$ cat src/rtl/alu_share_pkg.sv
// alu_share_pkg: shared types and constants for the ALU-sharing arbiter.
package alu_share_pkg;
    typedef enum logic [1:0] {IDLE, EXEC, RESP} state_t;
    localparam logic [1:0] ALU_ADD = 2'b00;
    localparam logic [1:0] ALU_SUB = 2'b01;
    localparam logic [1:0] ALU_AND = 2'b10;
    localparam logic [1:0] ALU_OR  = 2'b11;
    localparam int NZCV_N = 3;
    localparam int NZCV_Z = 2;
    localparam int NZCV_C = 1;
    localparam int NZCV_V = 0;
endpackage

$ cat src/rtl/alu_share_arbiter_if.sv
// alu_share_arbiter_if: request/response handshake bundle for two requesters.
interface alu_share_arbiter_if #(parameter int WIDTH = 4);
    logic [1:0]         req_valid;
    logic [1:0]         req_ready;
    logic [2*WIDTH-1:0] req_a;
    logic [2*WIDTH-1:0] req_b;
    logic [3:0]         req_ctrl;
    logic [1:0]         resp_valid;
    logic [1:0]         resp_ready;
    logic [WIDTH-1:0]   resp_result;
    logic [3:0]         resp_nzcv;
    modport master (
        output req_valid, req_a, req_b, req_ctrl, resp_ready,
        input  req_ready, resp_valid, resp_result, resp_nzcv
    );
    modport slave (
        input  req_valid, req_a, req_b, req_ctrl, resp_ready,
        output req_ready, resp_valid, resp_result, resp_nzcv
    );
endinterface

$ cat src/rtl/alu_nzcv.sv
// alu_nzcv: combinational add/sub/and/or ALU with NZCV flags (C on sub = no borrow).
module alu_nzcv import alu_share_pkg::*; #(
    parameter int WIDTH = 4
) (
    input  logic [WIDTH-1:0] a,
    input  logic [WIDTH-1:0] b,
    input  logic [1:0]       ctrl,
    output logic [WIDTH-1:0] result,
    output logic [3:0]       nzcv
);
    logic [WIDTH:0] sum;
    logic [WIDTH:0] diff;
    logic           c;
    logic           v;
    assign sum  = {1'b0, a} + {1'b0, b};
    assign diff = {1'b0, a} - {1'b0, b};
    always_comb begin
        result = ctrl == ALU_ADD ? sum[WIDTH-1:0] :
                 ctrl == ALU_SUB ? diff[WIDTH-1:0] :
                 ctrl == ALU_AND ? (a & b) : (a | b);
        c = ctrl == ALU_ADD ? sum[WIDTH] : ctrl == ALU_SUB ? ~diff[WIDTH] : 1'b0;
        v = ctrl == ALU_ADD ? (a[WIDTH-1] == b[WIDTH-1]) && (result[WIDTH-1] != a[WIDTH-1]) :
            ctrl == ALU_SUB ? (a[WIDTH-1] != b[WIDTH-1]) && (result[WIDTH-1] != a[WIDTH-1]) : 1'b0;
        nzcv = '0;
        nzcv[NZCV_N] = result[WIDTH-1];
        nzcv[NZCV_Z] = ~|result;
        nzcv[NZCV_C] = c;
        nzcv[NZCV_V] = v;
    end
endmodule

$ cat src/rtl/rr_arbiter2.sv
// rr_arbiter2: two-way round-robin grant; on a tie the requester that was not served last wins.
module rr_arbiter2 (
    input  logic [1:0] req,
    input  logic       last_grant,
    output logic [1:0] grant,
    output logic       id
);
    assign grant = &req ? (last_grant ? 2'b01 : 2'b10) : req;
    assign id    = grant[1];
endmodule

$ cat src/rtl/alu_share_arbiter.sv
// alu_share_arbiter: time-shares one alu_nzcv between two valid/ready requesters,
// with registered operands before the ALU and registered result/flags after it.
module alu_share_arbiter import alu_share_pkg::*; #(
    parameter int WIDTH = 4,
    parameter int CNT_W = 8
) (
    input  logic                   clk,
    input  logic                   reset_n,
    alu_share_arbiter_if.slave     bus,
    output logic                   busy,
    output logic [CNT_W-1:0]       ops_done
);
    state_t           state;
    state_t           state_nxt;
    logic             last_grant;
    logic             id;
    logic [1:0]       grant;
    logic             gid;
    logic             accept;
    logic             done;
    logic [WIDTH-1:0] op_a;
    logic [WIDTH-1:0] op_b;
    logic [1:0]       op_ctrl;
    logic [WIDTH-1:0] alu_result;
    logic [3:0]       alu_nzcv_flags;
    logic [WIDTH-1:0] result_q;
    logic [3:0]       nzcv_q;

    rr_arbiter2 u_arb (
        .req        (bus.req_valid),
        .last_grant (last_grant),
        .grant      (grant),
        .id         (gid)
    );

    alu_nzcv #(.WIDTH(WIDTH)) u_alu (
        .a      (op_a),
        .b      (op_b),
        .ctrl   (op_ctrl),
        .result (alu_result),
        .nzcv   (alu_nzcv_flags)
    );

    // req_ready is gated by reset_n so it reads 0 while reset is held, even with requests pending
    always_comb begin
        state_nxt      = state;
        bus.req_ready  = 2'b00;
        bus.resp_valid = 2'b00;
        accept         = 1'b0;
        done           = 1'b0;
        case (state)
            IDLE: begin
                bus.req_ready = reset_n ? grant : 2'b00;
                accept        = |grant;
                state_nxt     = accept ? EXEC : IDLE;
            end
            EXEC: state_nxt = RESP;
            RESP: begin
                bus.resp_valid = id ? 2'b10 : 2'b01;
                done           = bus.resp_ready[id];
                state_nxt      = done ? IDLE : RESP;
            end
            default: state_nxt = IDLE;
        endcase
    end

    always_ff @(posedge clk or negedge reset_n) begin
        if (!reset_n) begin
            state      <= IDLE;
            last_grant <= 1'b1;
            id         <= 1'b0;
            op_a       <= '0;
            op_b       <= '0;
            op_ctrl    <= '0;
            result_q   <= '0;
            nzcv_q     <= '0;
            ops_done   <= '0;
        end else begin
            state <= state_nxt;
            if (accept) begin
                id         <= gid;
                last_grant <= gid;
                op_a       <= gid ? bus.req_a[2*WIDTH-1:WIDTH] : bus.req_a[WIDTH-1:0];
                op_b       <= gid ? bus.req_b[2*WIDTH-1:WIDTH] : bus.req_b[WIDTH-1:0];
                op_ctrl    <= gid ? bus.req_ctrl[3:2] : bus.req_ctrl[1:0];
            end
            if (state == EXEC) begin
                result_q <= alu_result;
                nzcv_q   <= alu_nzcv_flags;
            end
            if (done) ops_done <= ops_done + CNT_W'(1);
        end
    end

    assign bus.resp_result = result_q;
    assign bus.resp_nzcv   = nzcv_q;
    assign busy            = state != IDLE;
endmodule

$ cat src/flat_wrapper.sv
// flat-port wrapper written by rule: the top's interface ports become plain ports
module alu_share_arbiter_flat import alu_share_pkg::*;
#(
    parameter int WIDTH = 4,
    parameter int CNT_W = 8
)
  (clk, reset_n, busy, ops_done, bus_req_valid, bus_req_a, bus_req_b, bus_req_ctrl, bus_resp_ready, bus_req_ready, bus_resp_valid, bus_resp_result, bus_resp_nzcv);
  alu_share_arbiter_if #(.WIDTH(WIDTH)) bus_i ();
  input  logic clk;
  input  logic reset_n;
  output logic busy;
  output logic [CNT_W-1:0] ops_done;
  input wire logic [$bits(bus_i.req_valid)-1:0] bus_req_valid;
  input wire logic [$bits(bus_i.req_a)-1:0] bus_req_a;
  input wire logic [$bits(bus_i.req_b)-1:0] bus_req_b;
  input wire logic [$bits(bus_i.req_ctrl)-1:0] bus_req_ctrl;
  input wire logic [$bits(bus_i.resp_ready)-1:0] bus_resp_ready;
  output wire logic [$bits(bus_i.req_ready)-1:0] bus_req_ready;
  output wire logic [$bits(bus_i.resp_valid)-1:0] bus_resp_valid;
  output wire logic [$bits(bus_i.resp_result)-1:0] bus_resp_result;
  output wire logic [$bits(bus_i.resp_nzcv)-1:0] bus_resp_nzcv;
  assign bus_i.req_valid = bus_req_valid;
  assign bus_i.req_a = bus_req_a;
  assign bus_i.req_b = bus_req_b;
  assign bus_i.req_ctrl = bus_req_ctrl;
  assign bus_i.resp_ready = bus_resp_ready;
  assign bus_req_ready = bus_i.req_ready;
  assign bus_resp_valid = bus_i.resp_valid;
  assign bus_resp_result = bus_i.resp_result;
  assign bus_resp_nzcv = bus_i.resp_nzcv;
  alu_share_arbiter #(.WIDTH(WIDTH), .CNT_W(CNT_W)) u_core (.clk(clk), .reset_n(reset_n), .bus(bus_i), .busy(busy), .ops_done(ops_done));
endmodule
$ cat config.mk
export PLATFORM = sky130hd
export DESIGN_NAME = alu_share_arbiter_flat
export DESIGN_NICKNAME = d
export VERILOG_FILES = /design/src/rtl/alu_share_pkg.sv /design/src/rtl/alu_share_arbiter_if.sv /design/src/rtl/alu_nzcv.sv /design/src/rtl/rr_arbiter2.sv /design/src/rtl/alu_share_arbiter.sv /design/src/flat_wrapper.sv
export SDC_FILE = /design/constraint.sdc
export NUM_CORES = 1
export LEC_CHECK = 0
export ABC_AREA = 1
export CORE_MARGIN = 4
export CORE_UTILIZATION = 54
export CTS_CLUSTER_SIZE = 16
export DETAILED_ROUTE_END_ITERATION = 16
export PLACE_DENSITY = 0.83
export RECOVER_POWER = 100
export SYNTH_ARGS = -nofsm -noshare
export SYNTH_HDL_FRONTEND = slang
export SYNTH_HIERARCHICAL = 1
export SYNTH_SLANG_ARGS = --single-unit
$ cat constraint.sdc
create_clock -name clk -period 5.3 [get_ports clk]
set_input_delay 1.325 -clock clk [delete_from_list [all_inputs] [get_ports clk]]
set_output_delay 1.325 -clock clk [all_outputs]
set_load 0.02 [all_outputs]
==> results.md, run 1 <==
- In the final layout, the share of cells above drive strength 1 is 0.0854.
- When the netlist entered floorplanning its net count stood at 309.
- The number of hold buffers added after CTS is 0.
- After detailed routing, the wire length on met1 is 1.79 mm.
- The maximum fanout along the worst path is 22.
- The fraction of the mapped netlist area in compound gates is 0.113.
- The share of total power dissipated in combinational logic is 0.549.
- The synthesized design contains 30 register bits.
- The post-detailed-route DRC marker count is 0.
- Synthesis handed over a netlist of 268 instances.
- Of the total synthesized cell area, the portion taken by full adders, half adders and majority gates is 0.0981.
- The library cells used most frequently in the layout, excluding fill and tap cells, are nand2_1 (76), inv_1 (53), dfrtp_1 (29).
- The cell area after synthesis is 2070 um2.
- The checks that failed: max-capacitance violations, max-slew violations.
- During placement, the flow inserted port buffers numbering 46.
- The H-tree was split into 2 levels.
- In this run the deepest clock path goes through 2 buffers.
- In this run the standard cell core region covers 3690 um2.
- The maximum clock frequency is 222 MHz.
- The via density per instance is 4.82.
- Summed over all layers, the routed wires come to 3.94 mm.
- Of the total power, registers draw 0.287.
- In the final routed layout, each cell accounts on average for 10.8 um.
- The initialized floorplan defines 22 standard-cell rows.
- The endpoint class of the critical path is a primary output.
- The synthesis warning total is 6.
- The die is 69.9 um wide.
- The floorplan step defined a die boundary enclosing 4880 um2.
- After detailed routing, the met3 layer carries 234 um of wire.
- The share of total power dissipated in the clock network is 0.164.
- The first-pass detailed-route iteration total is 4.
- The highest metal layer used by the detailed router is met4.
- For this design the total switching power over the nets is 0.000629 W.
- The number of unique standard cell types used by synthesis is 35.
- The static leakage is 1.36 nW.
- The TritonCTS clock tree is done.
- The via count of the first global-routing pass was 1672.
- The fill cell instance count of the final layout is 314.
- The initial cell density of the core is 0.560.
- Summed over all nets, the half-perimeter wirelength after detailed placement is 3.17 mm.
- The worst pin sits at a relative slew slack of -0.0372.
- Of the total synthesized cell area, the portion taken by AND, OR, NAND and NOR gates is 0.235.
- The number of max-slew violations in the final report is 31.
- The portion of the post-synthesis area used by sequential elements is 0.364.
- The classification of the worst setup path is input port to primary output.
- In this run, post-CTS repair resized a total of 0 instances.
- The final antenna-violating net count is 0.
- The count of buffers added by post-CTS timing repair for setup is 0.
- Measured on the finished design, the core utilization comes to 0.707.
- STA classifies the critical path startpoint as an input port.
- Measured against the total synthesized area, the mux share comes to 0.0436.
- The maximum vdd drop is 0.240 mV.
- Of the available clock period, the critical path in the final layout requires 0.852.
- The switching portion of total power is 0.436.
- OpenSTA, run right after detailed placement, puts the worst setup slack at 882 ps.
- The setup TNS after final layout is 0 ps.
- The antenna diode instance count is 0.
- The post-route clock skew is 7.56 ps.
- The internal portion of the total power is 0.000813 W.
- The worst register-to-register path has a setup slack of 3020 ps.
- The most frequent standard cell in the layout excluding fill and tap cells is nand2_1.
- Setup repair after global routing left no endpoint under its margin.
- The worst hold path belongs to the class register to register.
- Setup violations remaining at the end of the flow were counted as 0.
- The tree is rooted in a clkbuf_8.
- The footprint of the flip-flops and latches is 752 um2.
- The worst hold-check slack is 505 ps.
- Summing all multi-input logic gate instances after layout gives 1000 um2.
- The smallest clock period supported by the final layout is computed as 4510 ps.
- The vertical extent of the die is 69.9 um.
- Pin placement for this block handled 47 I/O pins.
- Routability-driven placement finished with a final weighted congestion of 0.900.
- The post-layout total power is 0.00144 W.
- After the last flow step, the layout net total stands at 356.
- The critical path data required time is 3970 ps.
- The initial antenna violation count is 0.
- Clock-pin slew was measured on the worst setup and hold paths at 60 ps.
- Across all layers, the routed design uses 1753 vias.
- By area, the combinational part of the netlist is dominated by simple AND/OR/NAND/NOR gates.
- The area share of xor/xnor cells in the synthesized design is 0.0170.
- The power density over cell area is 552 nW/um2.
- The number of violations of the max-capacitance limit is 1.
- The worst setup margin is 786 ps.
- The pin count of the biggest net entering global routing is 31.
- Summed over all layers, the global routing overflow is 0.
- The number of endpoints with negative hold slack in the final report is 0.
- The transition time at the pin with the least slew margin is 1560 ps.
- The endpoint arrival time on the critical path is 3190 ps.
- In this run, the number of DRC markers left after iteration 0 of detailed routing was 122.
- The flow ran to the end, but the final reports show violations.
- The source-to-sink clock delay at the later pin of the worst-skew pair is 280 ps.
- The global-route wire length before repair is 6.91 mm.
- The routed design uses 1.86 mm of met2 wire.
- From synthesis to final layout, the design area changed by 26.3%.
- Across every metal layer, demand over resource in global routing totals 0.172.
- The number of sinks handled by clock tree synthesis is 30.
- Buffers inserted during clock tree synthesis total 5.
- The average cell area after synthesis is 7.71 um2.
state kept, by name, summed over array words and instances, names as in the netlist:
| name | flops |
|---|---|
| u_core/bus.resp_nzcv | 4 |
| u_core/bus.resp_result | 4 |
| u_core/id | 1 |
| u_core/last_grant | 1 |
| u_core/op_a | 4 |
| u_core/op_b | 4 |
| u_core/op_ctrl | 2 |
| u_core/ops_done | 8 |
| u_core/state | 2 |
critical path, stage by stage:
cell           delay (ps)
dlygate4sd3_1         540
inv_1                  60
a21oi_1               110
buf_4                 220
inv_1                  80
nor3_1                160
dlygate4sd3_1         700
cells by family after synthesis:
logic type / Yosys count
muxes: 8
and+or+nand+nor: 111
DFF: 30
buffers and inverters: 63
AOI/OAI and AO/OA: 37
adders and majority gates: 15
xor gates and xnor gates: 4
final cells by class:
type	count	area share
clock buffers	7	0.0331
clock inverters	1	0.0115
inverters	55	0.0791
multi-input cells	175	0.384
flip-flops and latches	30	0.288
well taps	48	0.0230
repair buffers	48	0.181
through the flow:
stage               cell area, um2  cells
global placement              2540    356
finish                        2610    364
CTS                           2660    364
global route                  2610    364
floorplan                     2070    268
detailed placement            2540    356
per-layer routing:
| metal | GRT usage | vias to the layer above |
|---|---|---|
| li1 | - | 914 |
| met1 | 0.217 | 774 |
| met2 | 0.288 | 60 |
| met3 | 0.0388 | 5 |
| met4 | 0.0660 | 0 |
| met5 | 0 | - |
synth_stat cells (all sizes together):
| cell | instances | area share |
|---|---|---|
| inv | 55 | 0.10 |
| dfrtp | 29 | 0.35 |
| clkbuf | 1 | 0.0018 |
| nand2 | 77 | 0.14 |
| dfstp | 1 | 0.013 |
| buf | 7 | 0.028 |
| xnor2 | 3 | 0.013 |
| fa | 2 | 0.019 |
| o21ai | 29 | 0.083 |
| nand3b | 2 | 0.0073 |
| or2 | 3 | 0.010 |
| a21oi | 5 | 0.019 |
| ha | 13 | 0.079 |
| nor2 | 14 | 0.030 |
| nor3 | 2 | 0.0048 |
| mux2 | 8 | 0.044 |
| nand3 | 13 | 0.040 |
| o211ai | 1 | 0.0036 |
| o22ai | 1 | 0.0030 |
| xor2 | 1 | 0.0042 |
| o21bai | 1 | 0.0036 |
final timing paths:
check | startpoint | to | cells past startpoint
max | bus_req_valid[1] | bus_req_ready[1] | 7
min in group asynchronous | reset_n | u_core/bus.resp_nzcv[3] | 2
max reg2reg | u_core/last_grant | u_core/op_b[1] | 5
max in group asynchronous | reset_n | u_core/op_a[0] | 2
min reg2reg | u_core/bus.resp_nzcv[0] | u_core/bus.resp_nzcv[0] | 1
min | u_core/bus.resp_nzcv[0] | u_core/bus.resp_nzcv[0] | 1
power by group through the flow:
stage	logic [W]	registers [W]	clock network, W
after floorplan	0.000604	0.000452	0
after global routing	0.000894	0.000431	0.000255
after global placement	0.000825	0.000413	0
final	0.000791	0.000413	0.000237
after CTS	0.000856	0.000416	0.000242
after detailed placement	0.000848	0.000419	0
Power figures use the tool's default switching activity.
==> run 2, diff against run 1 <==
GPL_TIMING_DRIVEN = 0   (was default)
SKIP_CTS_REPAIR_TIMING = 1   (was default)
==> run 2 against run 1 <==
  * The flow now finishes without violations
  * Global-route usage rose by 0.63 points
  * Clock skew fell by 4.0 ps
  * Hold slack got worse by 21 ps
  * Worst setup slack got worse by 68 ps
  * Critical path type unchanged
  * Clock power fell by 2%
  * Clock-buffer cell count did not move
  * Sequential share of layout area fell by 0.33 points
  * Flip-flop and latch count did not move
  * Total power rose by 3.3%
==> results.md, run 2 (same netlist as run 1, synthesis figures left out) <==
- The classification of the worst setup path is input port to primary output.
- The final route contains 1817 vias.
- The number of violations of the max-capacitance limit is 0.
- The congestion estimate from routability-driven global placement came to 0.904.
- The transition time at the pin with the least slew margin is 672 ps.
- The library cell used most frequently in the layout, excluding fill and tap cells, is nand2_1.
- The worst register-to-register path begins at u_core/op_a[2].
- Ranked by flip-flop count, first place goes to u_core/ops_done.
- The vertical extent of the die is 69.9 um.
- The final antenna-violating net count is 0.
- Counting along the longest clock path gives a buffer depth of 2.
- The maximum vdd drop is 0.252 mV.
- The TritonCTS clock tree is done.
- The later pin in the worst-skew pair is clocked with a latency of 270 ps.
- The number of sinks handled by clock tree synthesis is 30.
- The layout overhead on the synthesized area is 27.7%.
- The post-route clock skew is 3.58 ps.
- On the critical path, the stage with the largest delay is an instance of dlygate4sd3_1.
- The endpoint class of the critical path is a primary output.
- The via count of the first global-routing pass is 1775.
- In this run the count of I/O pins placed on the die edge is 47.
- The repair_antennas step left the layout with diodes totalling 0.
- The critical path runs through a total of 7 cells.
- The core region is 3690 um2.
- The run finished with clean final reports.
- Setup violations remaining at the end of the flow were counted as 0.
- The critical path goes through dlygate4sd3_1 > inv_1 > a21oi_1 > buf_4 > inv_1 > nor3_1 > dlygate4sd3_1.
- The number of max-slew violations in the final report is 0.
- Of the cells placed in the final design, the portion with a size suffix greater than 1 is 0.0994.
- The worst hold path stage count is 2.
- The startpoint of the worst hold path is u_core/last_grant.
- Entering global routing, the biggest net connects 32 pins.
- After detailed routing, the average wire length per cell comes to 10.9 um.
- Measured along the x axis, the die boundary spans 69.9 um.
- The first-pass detailed-route iteration total is 4.
- Port buffering added 46 buffers.
- The initial antenna violation count is 0.
- The clock slew at the register clock pins of the worst setup and hold paths is 60 ps.
- Detailed placement finished with a half-perimeter wire length of 3.15 mm.
- For this run, design rule violations remaining after detail routing come to 0.
- Summed over all cells, the static leakage comes to 1.38 nW.
- The tree is rooted in a clkbuf_8.
- The startpoint of the worst setup timing path is bus_req_valid[1].
- The register with the most flip-flops in the layout has 8 of them.
- For this design the ratio of total power to cell area is 564 nW/um2.
- The endpoint arrival time on the critical path is 3260 ps.
- The overall track demand over capacity in global routing is 0.179.
- The critical path data required time is 3970 ps.
- After floorplanning, the core was divided into 22 placement rows.
- The post-layout total power is 0.00149 W.
- The clock period could shrink to 4580 ps.
- The library cells used most frequently in the layout, excluding fill and tap cells, are nand2_1 (76), inv_1 (53), dfrtp_1 (29).
- The share of the clock period used by the worst path is 0.864.
- The violation count after the first detailed-routing iteration is 117.
- The first global-routing pass estimated 7.18 mm of wire.
- Setup repair after global routing left no endpoint under its margin.
- The largest delay contributor family on the critical path is buffers and inverters.
- The total clock buffers created by CTS is 5.
- Based on the critical path, the design can be clocked at up to 218 MHz.
- The total number of H-tree levels is 2.
- STA classifies the critical path startpoint as an input port.
- After detailed routing, the number of vias per cell comes to 4.91.
- Along the worst path, the maximum fanout reaches 4.
- The number of cells on the worst reg-to-reg path is 12.
- The min-delay analysis places its worst path in the category register to register.
- On the worst path, the slowest cell contributes a delay of 710 ps.
- Global routing finished with a remaining overflow of 0.
- In the final timing run, aggregate negative setup slack is 0 ps.
- Wires add up to 4.04 mm.
- For this configuration, the core starts out at a cell density of 0.560.
- Measured against its own limit, the worst slew margin works out to 0.550.
- The number of endpoints with negative hold slack in the final report came to 0.
- The number of buffer and inverter instances along the worst setup path is 5.
- The floorplan step defined a die boundary enclosing 4880 um2.
- For this run, the post-layout net count is 362.
[run 2: power by group]
part	leakage, nW	switching [W]	total [W]	internal (W)
Combinational	0.944	0.000485	0.000844	0.000359
Sequential	0.380	0.0000851	0.000412	0.000327
Clock	0.0585	0.0000791	0.000232	0.000153
Total	1.38	0.000649	0.00149	0.000839
[run 2: stage by stage]
stage | cells | utilization | cell area (um2) | hold WS [ps] | setup slack, ps
floorplan | 268 | - | 2070 | 456 | 1730
global placement | 362 | 0.701 | 2590 | 465 | 143
detailed placement | 362 | 0.701 | 2590 | 477 | 145
CTS | 370 | 0.733 | 2700 | 485 | 128
global route | 370 | 0.715 | 2640 | 501 | 576
finish | 370 | 0.715 | 2640 | 484 | 718
[run 2: path summary, 6_finish.rpt]
| path | endpoint | slack (ps) |
|---|---|---|
| worst max-delay path | bus_req_ready[1] | 720 |
| worst min-delay path | u_core/last_grant | 480 |
| worst max register to register | u_core/bus.resp_nzcv[0] | 3190 |
| worst min register to register | u_core/last_grant | 480 |
| max in group asynchronous | u_core/op_b[1] | 3810 |
| min in group asynchronous | u_core/bus.resp_nzcv[1] | 1070 |
[run 2: worst min-delay path, cell delays in order, from the launching register on]
cell and delay, ps:
dfstp_2 380, inv_1 50, o21ai_1 60
[run 2: layout make-up]
type | instances | area, um2
Buffer | 8 | 46.3
Clock buffer | 7 | 86.3
Clock inverter | 1 | 30.0
Fill cell | 310 | 1050
Inverter | 55 | 206
Multi-Input combinational cell | 175 | 1000
Sequential cell | 30 | 752
Tap cell | 48 | 60.1
Timing Repair Buffer | 46 | 455
[run 2: metal layers]
metal  part of all wire  GRT usage  vias to the layer above  wire [um]
met5                  0          0                        -          0
met2               0.50      0.315                       67       2010
met1               0.42      0.202                      817       1700
met3              0.064     0.0403                       10        260
li1                   -          -                      923          -
met4              0.020     0.0872                        0         80
==> run 3, diff against run 2 <==
CTS_BUF_LIST = sky130_fd_sc_hd__clkbuf_16   (was default)
GPL_TIMING_DRIVEN = default   (was 0)
==> run 3 against run 2 <==
  * The run now ends with max-capacitance violations, max-slew violations left
  * Clock power grew 35%
  * Worst setup slack gained 67 ps
  * Critical endpoint unchanged
  * Cell area increased by 0.62%
==> results.md, run 3 (same netlist as run 1, synthesis figures left out) <==
- Once detail routing completed, the nets flagged for antenna violations numbered 0.
- Relative to the synthesized area, the layout overhead comes to 28.5%.
- The worst register-to-register path ends at u_core/op_a[0].
- The via count of the first global-routing pass was 1716.
- The core region is 3690 um2.
- The total number of H-tree levels is 2.
- The largest buffer count on any clock path is 2.
- The slowest stage cell on the critical path is dlygate4sd3_1.
- The clock period minus final worst setup slack is 4510 ps.
- The transition time at the pin with the least slew margin is 1550 ps.
- In the final layout, the share of cells above drive strength 1 is 0.0823.
- The post-layout total power is 0.00153 W.
- Setup repair after global routing left no endpoint under its margin.
- The number of cells in the finished layout apart from fillers is 364.
- Walking the worst path, the cells encountered are dlygate4sd3_1 > inv_1 > a21oi_1 > buf_4 > inv_1 > nor3_1 > dlygate4sd3_1.
- The setup TNS after final layout is 0 ps.
- The launching point of the worst reg2reg path is u_core/last_grant.
- The cell at the root of the clock tree is clkbuf_16.
- The routed design has 4.10 mm of wire.
- The endpoint arrival time on the critical path is 3190 ps.
- The most frequent standard cell in the layout excluding fill and tap cells is nand2_1.
- With fillers left out, the area of the finished cells amounts to 2660 um2.
- The maximum clock frequency is 222 MHz.
- The number of violations of the max-capacitance limit is 1.
- The number of cells after detailed placement is 356.
- The source-to-sink clock delay at the later pin of the worst-skew pair is 270 ps.
- The first TritonRoute pass finished after 5 iterations.
- The path class of the tightest hold or removal check is register to register.
- The number of max-slew violations in the final report is 31.
- The final reports fail on max-capacitance violations, max-slew violations.
- The number of cells on the worst reg-to-reg path is 5.
- Together, buffers and inverters on the worst path number 5.
- Clock tree synthesis found a total of 30 sinks.
- Summed over all layers, the global routing overflow is 0.
- The number of endpoints with negative hold slack in the final report came to 0.
- The worst hold path stage count is 2.
- The maximum fanout along the worst path is 22.
- The cell family contributing the most delay on the critical path is buffers and inverters.
- TritonCTS built the clock tree.
- In the finished design, the share of the clock period the worst path needs comes to 0.852.
- Summing over every cut layer, the via total after detailed routing is 1754.
- VDD sags by at most 0.251 mV.
- The count of final setup violators is 0.
- The first routing iteration left 140 violations.
- Across all register-to-register paths, the minimum setup slack is 2990 ps.
- The total clock buffers created by CTS is 5.
- The worst hold-check slack is 500 ps.
- The initial antenna violation count is 0.
- The floorplan has 22 rows.
- From bottom edge to top edge, the die measures 69.9 um.
- The critical path data required time is 3970 ps.
- The number of flip-flops under the largest register name is 8.
- The die area is 4880 um2.
- The startpoint of the worst hold path is u_core/ops_done[7].
- The largest single stage delay on the critical path is 700 ps.
- The top cell types in the final layout, fill and taps aside, are nand2_1 (76), inv_1 (54), dfrtp_1 (29).
- The global-route wire length before repair is 7.12 mm.
- The endpoint class of the critical path is a primary output.
- The flow ran to the end, but the final reports show violations.
- In the final routed layout, each cell accounts on average for 11.3 um.
- Summed over all cells, the static leakage comes to 1.39 nW.
- The worst min-delay path endpoint is u_core/ops_done[7].
- The antenna diode instance count is 0.
- Entering global routing, the biggest net connects 31 pins.
- The worst slew margin relative to its limit is -0.0321.
- The fill cell instance count of the final layout is 309.
- The critical path is of the input port to primary output type.
- The worst setup path is launched from an input port.
- Clock-pin slew was measured on the worst setup and hold paths at 50 ps.
- The post-place instance area is 2540 um2.
- The count of buffers added on input and output ports is 46.
- In the routed design, unresolved DRC markers number 0.
- The congestion estimate from routability-driven global placement came to 0.900.
- Counting flops per register, the top entry is u_core/ops_done.
- Across every metal layer, demand over resource in global routing totals 0.178.
- The post-route clock skew is 6.79 ps.
- At the end of the flow, the number of nets in the layout was 356.
- The count of pins on the block boundary is 47.
- The via density per instance is 4.82.
- In this run the power density over the cells is 575 nW/um2.
- The initial cell density of the core is 0.560.
- The die is 69.9 um wide.
- The HPWL after detailed placement is 3.17 mm.
run 3: changes by cell type in the layout (fill, tap and decap cells not counted), sizes merged:
| cell | change |
|---|---|
| clkbuf | -5 |
| clkinv | +1 |
| buf | -4 |
| dlygate4sd3 | +1 |
| inv | +1 |
run 3: routing by layer:
layer,wire [um],GRT usage,up-vias
met2,1960,0.310,60
met3,215,0.0360,8
li1,-,-,911
met4,65,0.0681,0
met1,1860,0.216,775
met5,0,0,-
run 3: worst reg2reg max path: stages (launching register included):
cell,delay [ps]
dfstp_2,370
a21oi_1,130
buf_4,220
inv_1,80
a21oi_1,1090
o21ai_0,220
run 3: through the flow:
stage	setup slack [ps]	utilization
after detailed placement	882	0.689
after CTS	860	0.733
after global routing	698	0.720
final	785	0.720
after floorplan	1730	-
after global placement	911	0.689
run 3: layout make-up:
type | count | area, um2 | area share
Multi-Input combinational cell | 175 | 1000 | 0.377
Sequential cell | 30 | 752 | 0.283
Timing Repair Buffer | 48 | 472 | 0.178
Inverter | 55 | 206 | 0.0778
Clock buffer | 5 | 125 | 0.0471
Tap cell | 48 | 60.1 | 0.0226
Clock inverter | 3 | 37.5 | 0.0141
run 3: worst max path at each step:
stage	from	to	cells after the start
floorplan	bus_req_valid[1]	bus_req_ready[1]	5
global placement	bus_req_valid[1]	bus_req_ready[1]	7
detailed placement	bus_req_valid[1]	bus_req_ready[1]	7
CTS	bus_req_valid[1]	bus_req_ready[1]	7
global route	bus_req_valid[1]	bus_req_ready[1]	7
finish	bus_req_valid[1]	bus_req_ready[1]	7
run 3: where the power goes:
| part | total, W | internal [W] | switching (W) |
|---|---|---|---|
| registers | 0.000414 | 0.000328 | 0.0000863 |
| clock network | 0.000313 | 0.000218 | 0.0000951 |
| logic | 0.000800 | 0.000332 | 0.000468 |
| total | 0.00153 | 0.000878 | 0.000649 |
